File: config.mk
export PLATFORM = sky130hd
export DESIGN_NAME = sync_fifo_stat_flat
export DESIGN_NICKNAME = d
export VERILOG_FILES = /design/src/rtl/fifo_pkg.sv /design/src/rtl/sync_fifo_stat_if.sv /design/src/rtl/fifo_mem_dp.sv /design/src/rtl/sync_fifo_stat.sv /design/src/flat_wrapper.sv
export SDC_FILE = /design/constraint.sdc
export NUM_CORES = 1
export LEC_CHECK = 0
export BUFFER_PORTS_ARGS = -buffer_cell sky130_fd_sc_hd__buf_2
export CAP_MARGIN = 20
export CORE_MARGIN = 10
export CORE_UTILIZATION = 39
export CTS_BUF_LIST = sky130_fd_sc_hd__clkbuf_8
export CTS_CLUSTER_DIAMETER = 100
export CTS_CLUSTER_SIZE = 24
export DETAILED_ROUTE_END_ITERATION = 8
export GPL_TIMING_DRIVEN = 0
export PLACE_DENSITY_LB_ADDON = 0.25
export RECOVER_POWER = 100
export SLEW_MARGIN = 15
export SYNTH_ARGS = -nofsm -noshare
export SYNTH_HDL_FRONTEND = slang
export SYNTH_SLANG_ARGS = --single-unit
File: constraint.sdc
create_clock -name clk -period 6 [get_ports clk]
set_input_delay 0.3 -clock clk [delete_from_list [all_inputs] [get_ports clk]]
set_output_delay 0.3 -clock clk [all_outputs]
set_load 0.02 [all_outputs]
File: src/rtl/fifo_pkg.sv
// Shared defaults and elaboration-time helpers for the single-clock status FIFO.
// Used by sync_fifo_stat (built with or without SYNC_FIFO_REG_OUT_EN),
// sync_fifo_stat_if and fifo_mem_dp.
package fifo_pkg;

  localparam int DEFAULT_DATA_WIDTH = 8;
  localparam int DEFAULT_DEPTH      = 32;

  // Ceiling log2, usable in constant expressions.
  function automatic int clog2(input int value);
    int result;
    result = 0;
    for (int i = 0; i < 31; i++) begin
      if ((32'sd1 << i) < value) begin
        result = i + 1;
      end
    end
    return result;
  endfunction

  // Returns 1 when the FIFO parameter set is self-consistent.
  function automatic bit params_legal(input int depth, input int addr_width,
                                      input int af_level, input int ae_level);
    bit ok;
    ok = 1'b1;
    if (depth < 4) ok = 1'b0;
    if ((depth & (depth - 1)) != 0) ok = 1'b0;
    if (addr_width != clog2(depth)) ok = 1'b0;
    if ((af_level < 1) || (af_level > depth)) ok = 1'b0;
    if ((ae_level < 0) || (ae_level >= depth)) ok = 1'b0;
    return ok;
  endfunction

endpackage

File: src/rtl/sync_fifo_stat_if.sv
// Producer/consumer bundle of the status FIFO. The master modport is the
// user side (drives requests, observes status); the slave modport is the FIFO.
interface sync_fifo_stat_if
  import fifo_pkg::*;
#(
  parameter int DATA_WIDTH = DEFAULT_DATA_WIDTH,
  parameter int ADDR_WIDTH = 5
);

  logic                  flush;
  logic                  clr_err;
  logic                  wr_en;
  logic [DATA_WIDTH-1:0] wr_data;
  logic                  full;
  logic                  almost_full;
  logic                  rd_en;
  logic [DATA_WIDTH-1:0] rd_data;
  logic                  empty;
  logic                  almost_empty;
  logic                  rd_valid;
  logic [ADDR_WIDTH:0]   level;
  logic                  overflow;
  logic                  underflow;

  modport master (
    output flush, clr_err, wr_en, wr_data, rd_en,
    input  full, almost_full, rd_data, empty, almost_empty, rd_valid,
           level, overflow, underflow
  );

  modport slave (
    input  flush, clr_err, wr_en, wr_data, rd_en,
    output full, almost_full, rd_data, empty, almost_empty, rd_valid,
           level, overflow, underflow
  );

endinterface

File: src/rtl/fifo_mem_dp.sv
// Storage array for the status FIFO: one synchronous write port and one
// asynchronous read port. Contents are deliberately not reset.
module fifo_mem_dp
  import fifo_pkg::*;
#(
  parameter int DATA_WIDTH = DEFAULT_DATA_WIDTH,
  parameter int DEPTH      = DEFAULT_DEPTH,
  parameter int ADDR_WIDTH = 5
) (
  input  logic                  clk,
  input  logic                  we,
  input  logic [ADDR_WIDTH-1:0] waddr,
  input  logic [DATA_WIDTH-1:0] wdata,
  input  logic [ADDR_WIDTH-1:0] raddr,
  output logic [DATA_WIDTH-1:0] rdata
);

  logic [DATA_WIDTH-1:0] mem_q [DEPTH];

  // Write port: store one word on each enabled clock edge.
  always_ff @(posedge clk) begin
    if (we) begin
      mem_q[waddr] <= wdata;
    end
  end

  assign rdata = mem_q[raddr];

endmodule

File: src/rtl/sync_fifo_stat.sv
// Single-clock FIFO with occupancy, almost-full/empty thresholds, flush and
// sticky overflow/underflow flags. Define SYNC_FIFO_REG_OUT_EN for a
// registered read port (rd_valid pulses one cycle per pop); otherwise the
// head word is shown ahead combinationally and rd_valid = !empty.
module sync_fifo_stat
  import fifo_pkg::*;
#(
  parameter int DATA_WIDTH = DEFAULT_DATA_WIDTH,
  parameter int DEPTH      = DEFAULT_DEPTH,
  parameter int ADDR_WIDTH = 5,
  parameter int AF_LEVEL   = 28,
  parameter int AE_LEVEL   = 4
) (
  input logic             clk,
  input logic             rst_n,
  sync_fifo_stat_if.slave bus
);

  localparam int LW = ADDR_WIDTH + 1;
  localparam logic [LW-1:0] DEPTH_L = LW'(DEPTH);
  localparam logic [LW-1:0] AF_L    = LW'(AF_LEVEL);
  localparam logic [LW-1:0] AE_L    = LW'(AE_LEVEL);

  if (!params_legal(DEPTH, ADDR_WIDTH, AF_LEVEL, AE_LEVEL)) begin : g_bad_params
    $error("sync_fifo_stat: illegal DEPTH/ADDR_WIDTH/AF_LEVEL/AE_LEVEL combination");
  end

  logic [LW-1:0]         wr_ptr_q, wr_ptr_d;
  logic [LW-1:0]         rd_ptr_q, rd_ptr_d;
  logic [LW-1:0]         level_q, level_d;
  logic                  full_q, full_d;
  logic                  empty_q, empty_d;
  logic                  af_q, af_d;
  logic                  ae_q, ae_d;
  logic                  ovf_q, ovf_d;
  logic                  unf_q, unf_d;
  logic                  wr_acc_s;
  logic                  rd_acc_s;
  logic                  mem_we_s;
  logic [DATA_WIDTH-1:0] mem_rdata_s;

  // Next-state for pointers, occupancy, flags; flush overrides everything.
  always_comb begin
    wr_acc_s = bus.wr_en && !full_q;
    rd_acc_s = bus.rd_en && !empty_q;
    wr_ptr_d = wr_ptr_q;
    rd_ptr_d = rd_ptr_q;
    level_d  = level_q;
    ovf_d    = ovf_q;
    unf_d    = unf_q;
    mem_we_s = 1'b0;
    if (bus.flush) begin
      wr_ptr_d = {LW{1'b0}};
      rd_ptr_d = {LW{1'b0}};
      level_d  = {LW{1'b0}};
      ovf_d    = 1'b0;
      unf_d    = 1'b0;
    end else begin
      mem_we_s = wr_acc_s;
      if (wr_acc_s) begin
        wr_ptr_d = wr_ptr_q + LW'(1);
      end else begin
        wr_ptr_d = wr_ptr_q;
      end
      if (rd_acc_s) begin
        rd_ptr_d = rd_ptr_q + LW'(1);
      end else begin
        rd_ptr_d = rd_ptr_q;
      end
      case ({wr_acc_s, rd_acc_s})
        2'b10:   level_d = level_q + LW'(1);
        2'b01:   level_d = level_q - LW'(1);
        default: level_d = level_q;
      endcase
      // An error event in the same cycle as clr_err keeps the flag set.
      if (bus.wr_en && full_q) begin
        ovf_d = 1'b1;
      end else if (bus.clr_err) begin
        ovf_d = 1'b0;
      end else begin
        ovf_d = ovf_q;
      end
      if (bus.rd_en && empty_q) begin
        unf_d = 1'b1;
      end else if (bus.clr_err) begin
        unf_d = 1'b0;
      end else begin
        unf_d = unf_q;
      end
    end
    // Status flags are derived from the next level so they register together.
    full_d  = (level_d == DEPTH_L);
    empty_d = (level_d == {LW{1'b0}});
    af_d    = (level_d >= AF_L);
    ae_d    = (level_d <= AE_L);
  end

  // Control and status registers.
  always_ff @(posedge clk or negedge rst_n) begin
    if (!rst_n) begin
      wr_ptr_q <= {LW{1'b0}};
      rd_ptr_q <= {LW{1'b0}};
      level_q  <= {LW{1'b0}};
      full_q   <= 1'b0;
      empty_q  <= 1'b1;
      af_q     <= 1'b0;
      ae_q     <= 1'b1;
      ovf_q    <= 1'b0;
      unf_q    <= 1'b0;
    end else begin
      wr_ptr_q <= wr_ptr_d;
      rd_ptr_q <= rd_ptr_d;
      level_q  <= level_d;
      full_q   <= full_d;
      empty_q  <= empty_d;
      af_q     <= af_d;
      ae_q     <= ae_d;
      ovf_q    <= ovf_d;
      unf_q    <= unf_d;
    end
  end

  fifo_mem_dp #(
    .DATA_WIDTH (DATA_WIDTH),
    .DEPTH      (DEPTH),
    .ADDR_WIDTH (ADDR_WIDTH)
  ) u_mem (
    .clk   (clk),
    .we    (mem_we_s),
    .waddr (wr_ptr_q[ADDR_WIDTH-1:0]),
    .wdata (bus.wr_data),
    .raddr (rd_ptr_q[ADDR_WIDTH-1:0]),
    .rdata (mem_rdata_s)
  );

  assign bus.level        = level_q;
  assign bus.full         = full_q;
  assign bus.empty        = empty_q;
  assign bus.almost_full  = af_q;
  assign bus.almost_empty = ae_q;
  assign bus.overflow     = ovf_q;
  assign bus.underflow    = unf_q;

`ifdef SYNC_FIFO_REG_OUT_EN
  logic [DATA_WIDTH-1:0] rd_data_q, rd_data_d;
  logic                  rd_valid_q, rd_valid_d;

  // Capture the head word on an accepted pop; hold otherwise, clear on flush.
  always_comb begin
    rd_valid_d = 1'b0;
    rd_data_d  = rd_data_q;
    if (bus.flush) begin
      rd_valid_d = 1'b0;
      rd_data_d  = {DATA_WIDTH{1'b0}};
    end else if (rd_acc_s) begin
      rd_valid_d = 1'b1;
      rd_data_d  = mem_rdata_s;
    end else begin
      rd_valid_d = 1'b0;
      rd_data_d  = rd_data_q;
    end
  end

  // Registered read port.
  always_ff @(posedge clk or negedge rst_n) begin
    if (!rst_n) begin
      rd_data_q  <= {DATA_WIDTH{1'b0}};
      rd_valid_q <= 1'b0;
    end else begin
      rd_data_q  <= rd_data_d;
      rd_valid_q <= rd_valid_d;
    end
  end

  assign bus.rd_data  = rd_data_q;
  assign bus.rd_valid = rd_valid_q;
`else
  assign bus.rd_data  = mem_rdata_s;
  assign bus.rd_valid = !empty_q;
`endif

endmodule
File: src/flat_wrapper.sv
// flat-port wrapper written by rule: the top's interface ports become plain ports
module sync_fifo_stat_flat import fifo_pkg::*;
#(
  parameter int DATA_WIDTH = DEFAULT_DATA_WIDTH,
  parameter int DEPTH      = DEFAULT_DEPTH,
  parameter int ADDR_WIDTH = 5,
  parameter int AF_LEVEL   = 28,
  parameter int AE_LEVEL   = 4
)
  (clk, rst_n, bus_flush, bus_clr_err, bus_wr_en, bus_wr_data, bus_rd_en, bus_full, bus_almost_full, bus_rd_data, bus_empty, bus_almost_empty, bus_rd_valid, bus_level, bus_overflow, bus_underflow);
  sync_fifo_stat_if #(.DATA_WIDTH(DATA_WIDTH), .ADDR_WIDTH(ADDR_WIDTH)) bus_i ();
  input logic clk;
  input logic rst_n;
  input wire logic [$bits(bus_i.flush)-1:0] bus_flush;
  input wire logic [$bits(bus_i.clr_err)-1:0] bus_clr_err;
  input wire logic [$bits(bus_i.wr_en)-1:0] bus_wr_en;
  input wire logic [$bits(bus_i.wr_data)-1:0] bus_wr_data;
  input wire logic [$bits(bus_i.rd_en)-1:0] bus_rd_en;
  output wire logic [$bits(bus_i.full)-1:0] bus_full;
  output wire logic [$bits(bus_i.almost_full)-1:0] bus_almost_full;
  output wire logic [$bits(bus_i.rd_data)-1:0] bus_rd_data;
  output wire logic [$bits(bus_i.empty)-1:0] bus_empty;
  output wire logic [$bits(bus_i.almost_empty)-1:0] bus_almost_empty;
  output wire logic [$bits(bus_i.rd_valid)-1:0] bus_rd_valid;
  output wire logic [$bits(bus_i.level)-1:0] bus_level;
  output wire logic [$bits(bus_i.overflow)-1:0] bus_overflow;
  output wire logic [$bits(bus_i.underflow)-1:0] bus_underflow;
  assign bus_i.flush = bus_flush;
  assign bus_i.clr_err = bus_clr_err;
  assign bus_i.wr_en = bus_wr_en;
  assign bus_i.wr_data = bus_wr_data;
  assign bus_i.rd_en = bus_rd_en;
  assign bus_full = bus_i.full;
  assign bus_almost_full = bus_i.almost_full;
  assign bus_rd_data = bus_i.rd_data;
  assign bus_empty = bus_i.empty;
  assign bus_almost_empty = bus_i.almost_empty;
  assign bus_rd_valid = bus_i.rd_valid;
  assign bus_level = bus_i.level;
  assign bus_overflow = bus_i.overflow;
  assign bus_underflow = bus_i.underflow;
  sync_fifo_stat #(.DATA_WIDTH(DATA_WIDTH), .DEPTH(DEPTH), .ADDR_WIDTH(ADDR_WIDTH), .AF_LEVEL(AF_LEVEL), .AE_LEVEL(AE_LEVEL)) u_core (.clk(clk), .rst_n(rst_n), .bus(bus_i));
endmodule
Word-level counts from Yosys, hierarchy flattened

Memory sizes are Yosys's and may differ from the RTL's.
Cells that the tools add are included.

Flip-flop bits (word level): 24
Bits in writable memories: 256
Input port bits: 14
Output and inout bits: 21
Word-level logic and storage cells: 44
Memories kept: 1

Add/subtract/negate cells: 4
Order comparisons: 2
Eq/ne operators: 3
Muxes and demuxes: 14
Reduce and logical (&&, ||, !) cells: 11

Memories:

| memory             | words | width | read ports | clocked after Yosys merged registers in | write ports | RTL line          | text |
|---|---|---|---|---|---|---|---|
| u_core.u_mem.mem_q | 32    | 8     | 1          | 0                                       | 1           | fifo_mem_dp.sv:18 | `logic [DATA_WIDTH-1:0] mem_q [DEPTH];` |

Operator list:

| kind                                                               | count |
|---|---|
| two-way mux 6 bit                                                  | 5 |
| adder 6 x 1 -> 6 bit (second input constant)                       | 3 |
| one-hot mux 6 bit (2 select lines)                                 | 1 |
| two-way mux 1 bit                                                  | 8 |
| == test 6 bit (second input constant)                              | 1 |
| greater-or-equal comparator 6 x 5 -> 1 bit (second input constant) | 1 |
| less-or-equal comparator 6 x 3 -> 1 bit (second input constant)    | 1 |
| logical NOT 6 bit                                                  | 1 |
| nonzero test 3 bit                                                 | 2 |
| subtractor 6 x 1 -> 6 bit (second input constant)                  | 1 |
| logical AND 1 bit                                                  | 4 |
| nonzero test 2 bit                                                 | 2 |
| == test 2 x 1 -> 1 bit (second input constant)                     | 1 |
| == test 2 bit (second input constant)                              | 1 |
| logical NOT 1 bit                                                  | 2 |

Longest topological paths before layout

Depth in word-level cells: 6
Gate-level depth with buffers: 11
Depth with buffers taken out: 10

By module

From an unflattened synthesis, not the netlist that was laid out.

Cells, all modules: 535
Area, all modules: 11268.3 µm²

By module, submodules not included:

| module         | times used | cells each | area an instance (µm²) | sequential area each (µm²) |
|---|---|---|---|---|
| fifo_mem_dp    | 1          | 409        | 9893.2                 | 7687.4 |
| sync_fifo_stat | 1          | 126        | 1375.1                 | 553.0 |

Worst setup path before layout

Ideal clock, no wire load.

Kind: reg-to-output
Start point: register u_core.rd_ptr_q[1]
End point: output port bus_rd_data[0]
Arrival time: 2.144 ns
Setup slack: 3.556 ns
Cell stages (with the launch flop): 6
Path buffers: 2
Cells stage by stage: dfrtp_1 clkbuf_1 clkbuf_1 mux4_2 mux4_2 mux2_2

Cells in the longest elaborated chain, start to end: 1

RTL lines:

| item                     | RTL line              | text |
|---|---|---|
| start: declaration       | sync_fifo_stat.sv:29  | `logic [LW-1:0] rd_ptr_q, rd_ptr_d;` |
| start signal: assignment | sync_fifo_stat.sv:102 | `rd_ptr_q <= {LW{1'b0}};` |
| start signal: assignment | sync_fifo_stat.sv:112 | `rd_ptr_q <= rd_ptr_d;` |
| memory read (32 x 8 bit) | n/a                   |  |
| end: declaration         | flat_wrapper.sv:21    | `output wire logic [$bits(bus_i.rd_data)-1:0] bus_rd_data;` |

No other way between the ends.

Worst setup path in the final report

Start point: register u_core.rd_ptr_q[1]
End point: output port bus_rd_data[7]

The elaborated chain is that of the path after synthesis.

==> impl_metrics.env <==
export IMPL_status="finished with violations"
export IMPL_violations="max-capacitance violations, max-slew violations"
export IMPL_post_cts_resized=0
export IMPL_p_comb_share_pct=19.4
export IMPL_worst_path_max_fanout=10
export IMPL_fill_cells=2448
export IMPL_grt_pass1_wl_um=34800
export IMPL_power_switching_mw=0.974
export IMPL_layout_min_cycle_time_ns=3.92
export IMPL_area_growth_pct=7.80
export IMPL_synthAdderAreaFrac_pct=0.785
export IMPL_syn_avg_cell_area_um2=20.3
export IMPL_hold_viol=0
export IMPL_start_util_pct=39.8
export IMPL_clock_latency_ns=0.54
export IMPL_internal_power_mw=2.71
export IMPL_nets=622
export IMPL_grt_pass1_vias=5428
export IMPL_synthSimpleGateAreaFrac_pct=3.75
export IMPL_yosysWarnings=0
export IMPL_drt_iter0_drc=490
export IMPL_clkPwrFrac_pct=21.8
export IMPL_drive_above_1_share_pct=19.9
export IMPL_slew_viol_final=66
export IMPL_powerDensity_nw_per_um2=307
export IMPL_setup_viol=0
export IMPL_whs_ns=0.0544
export IMPL_portBuffers=33
export IMPL_syn_num_nets=571
export IMPL_ys_ff_latch=278
export IMPL_dieArea_um2=35800
export IMPL_synthMuxAreaShare_pct=17.4
export IMPL_first_pass_iters=5
export IMPL_slew_headroom_pct=-3.61
export IMPL_dp_slack_ns=2.68
export IMPL_worstSetupPathType="reg2out"
export IMPL_viasPerCell=5.38
export IMPL_synth_edff_count=256
export IMPL_die_x_um=189
export IMPL_antennaDiodeCount=0
export IMPL_h_tree_depth=1
export IMPL_cts_sinks=278
export IMPL_clk_pin_slew_ns=0.14
export IMPL_slowest_stage="clkbuf_1"
export IMPL_core_um2=28000
export IMPL_cts_buffers_inserted=15
export IMPL_synth_xor_area_share_pct=1.18
export IMPL_leakagePower_nw=3.67
export IMPL_rsz0062_at_grt="false"
export IMPL_grt_ovfl_total=0
export IMPL_dp_hpwl_um=15400
export IMPL_synth_compound_area_share_pct=1.28
export IMPL_max_stage_delay_ns=0.58
export IMPL_fin_skew_ns=0.0260
export IMPL_synth_top_cells_by_count="edfxtp_1, mux4_2, nor2_1"
export IMPL_worstPathArrival_ns=3.62
export IMPL_antenna_left=0
export IMPL_ys_seq_area_share_pct=73.9
export IMPL_peakVddDrop_uv=183
export IMPL_cts_buffer_depth=3
export IMPL_drv_cap=3
export IMPL_regArea_um2=8240
export IMPL_synth_most_common_cell="edfxtp_1"
export IMPL_drc_errors=0
export IMPL_holdCritPathClass="in2reg"
export IMPL_ioPinCount=35
export IMPL_grt_max_degree=33
export IMPL_cts_tree="built"
export IMPL_multi_input_area_um2=2720
export IMPL_synth_area_um2=11200
export IMPL_swShare_pct=26.4
export IMPL_num_rows=61
export IMPL_seq_power_share_pct=58.8
export IMPL_crit_chain="clkbuf_1 -> clkbuf_1 -> mux4_2 -> mux4_2 -> mux2_1 -> buf_2"
export IMPL_crit_required_ns=5.70
export IMPL_synthCells=550
export IMPL_place_gp_congestion=0.823
export IMPL_synthFlopType="edfxtp_1"
export IMPL_critical_path_endpoint_type="output pin"
export IMPL_antenna_found_initial=1
export IMPL_synthArstFlopShare_pct=7.91
export IMPL_period_share_pct=65.3
export IMPL_num_vias=5312
export IMPL_wl_um=23200
export IMPL_start_kind="flop"
export IMPL_grt_usage_pct=12.8
export IMPL_synth_largest_area_cell="edfxtp_1"
export IMPL_synth_top_cell_area_share_pct=68.9
export IMPL_synth_top_family_by_area="multiplexers"
export IMPL_fmax_mhz=255
export IMPL_die_h_um=189
export IMPL_worst_slew_pin_slew_ns=1.55
export IMPL_layout_setup_ws_ns=2.08
export IMPL_cts_root_buf="clkbuf_8"
export IMPL_synth_cell_types=40
export IMPL_yosys_top_cells_area="edfxtp_1, mux4_2, dfrtp_1"
export IMPL_post_drt_wl_per_cell_um=23.5
export IMPL_tns_ns=0
worst paths after layout:
path,startpoint,end,depth (start not counted),slack (ns)
setup / recovery,u_core.rd_ptr_q[1],bus_rd_data[7],6,2.08
hold / removal,bus_rd_en,u_core.bus.underflow,3,0.05
setup reg to reg,u_core.bus.empty,u_core.bus.empty,11,3.00
hold reg to reg,u_core.bus.underflow,u_core.bus.underflow,2,0.55
max in group asynchronous,rst_n,u_core.wr_ptr_q[1],2,4.71
min in group asynchronous,rst_n,u_core.bus.level[2],2,0.54
flip-flops by register name, summed over array words and instances (netlist names), 5 cells and up:
register / count
u_core.u_mem.mem_q: 256
u_core.wr_ptr_q: 5
u_core.rd_ptr_q: 5
u_core.bus.level: 6
critical path, delay by kind of cell, from the launching register on:
| kind | cells | cell delay (ns) |
|---|---|---|
| buffers and inverters | 3 | 1.32 |
| DFF | 1 | 0.42 |
| muxes | 3 | 1.34 |
final cells by class:
class	instances	share of cell area, %
clock buffer	16	1.83
inverter	8	0.250
tap	378	3.93
clock inverter	9	0.323
timing repair buffer	34	1.19
multi-input combinational	233	22.6
sequential	278	68.5
buffer	31	1.32
metal layers:
metal	vias to the layer above	track usage (%)	part of all wire (%)
met3	19	2.72	6.0
met4	2	2.53	1.1
met2	150	19.5	46
met5	-	0	0.047
met1	2841	18.6	47
li1	2300	-	-
kinds of logic (layout without fill, tap and decap cells):
logic type,count (synthesis),after routing
simple gates,96,96
compound gates,22,22
mux,93,93
fa+ha+maj,7,7
flops,278,278
buf+inv,39,98
xor+xnor,15,15
timing repair:
item,in CTS,in global routing
hold endpoints to repair,20,0
setup buffers,0,0
hold buffers,1,0
power by group through the flow:
| stage | clock network, mW | registers [mW] | logic, mW |
|---|---|---|---|
| floorplan | 0 | 2.23 | 0.486 |
| global route | 0.900 | 2.17 | 0.772 |
| detailed placement | 0 | 2.21 | 0.733 |
| global placement | 0 | 2.21 | 0.721 |
| CTS | 0.837 | 2.17 | 0.737 |
| finish | 0.805 | 2.17 | 0.714 |
stage by stage:
stage / util [%] / instance area [um^2] / total power, mW / std cells
final: 42.9 / 12000 / 3.69 / 987
after global routing: 42.9 / 12000 / 3.85 / 987
after CTS: 43.1 / 12100 / 3.74 / 987
after detailed placement: 42.1 / 11800 / 2.94 / 961
after global placement: 42.1 / 11800 / 2.93 / 961
after floorplan: - / 11200 / 2.72 / 550
layout by cell type, fill, tap and decap left out, drive strengths merged, types with 2 or more instances in the layout:
cell	n
clkbuf	63
nand4	4
mux4	80
nand3	2
dfrtp	20
edfxtp	256
nand3b	3
ha	7
xor2	9
nand2	17
buf	17
nor2b	4
inv	17
nor3	5
a211oi	2
o21ai	5
nor2	57
a31oi	2
xnor2	6
a21oi	4
dfstp	2
a22oi	3
mux2i	5
mux2	8
Note: power is estimated with default switching activity, not from simulation.
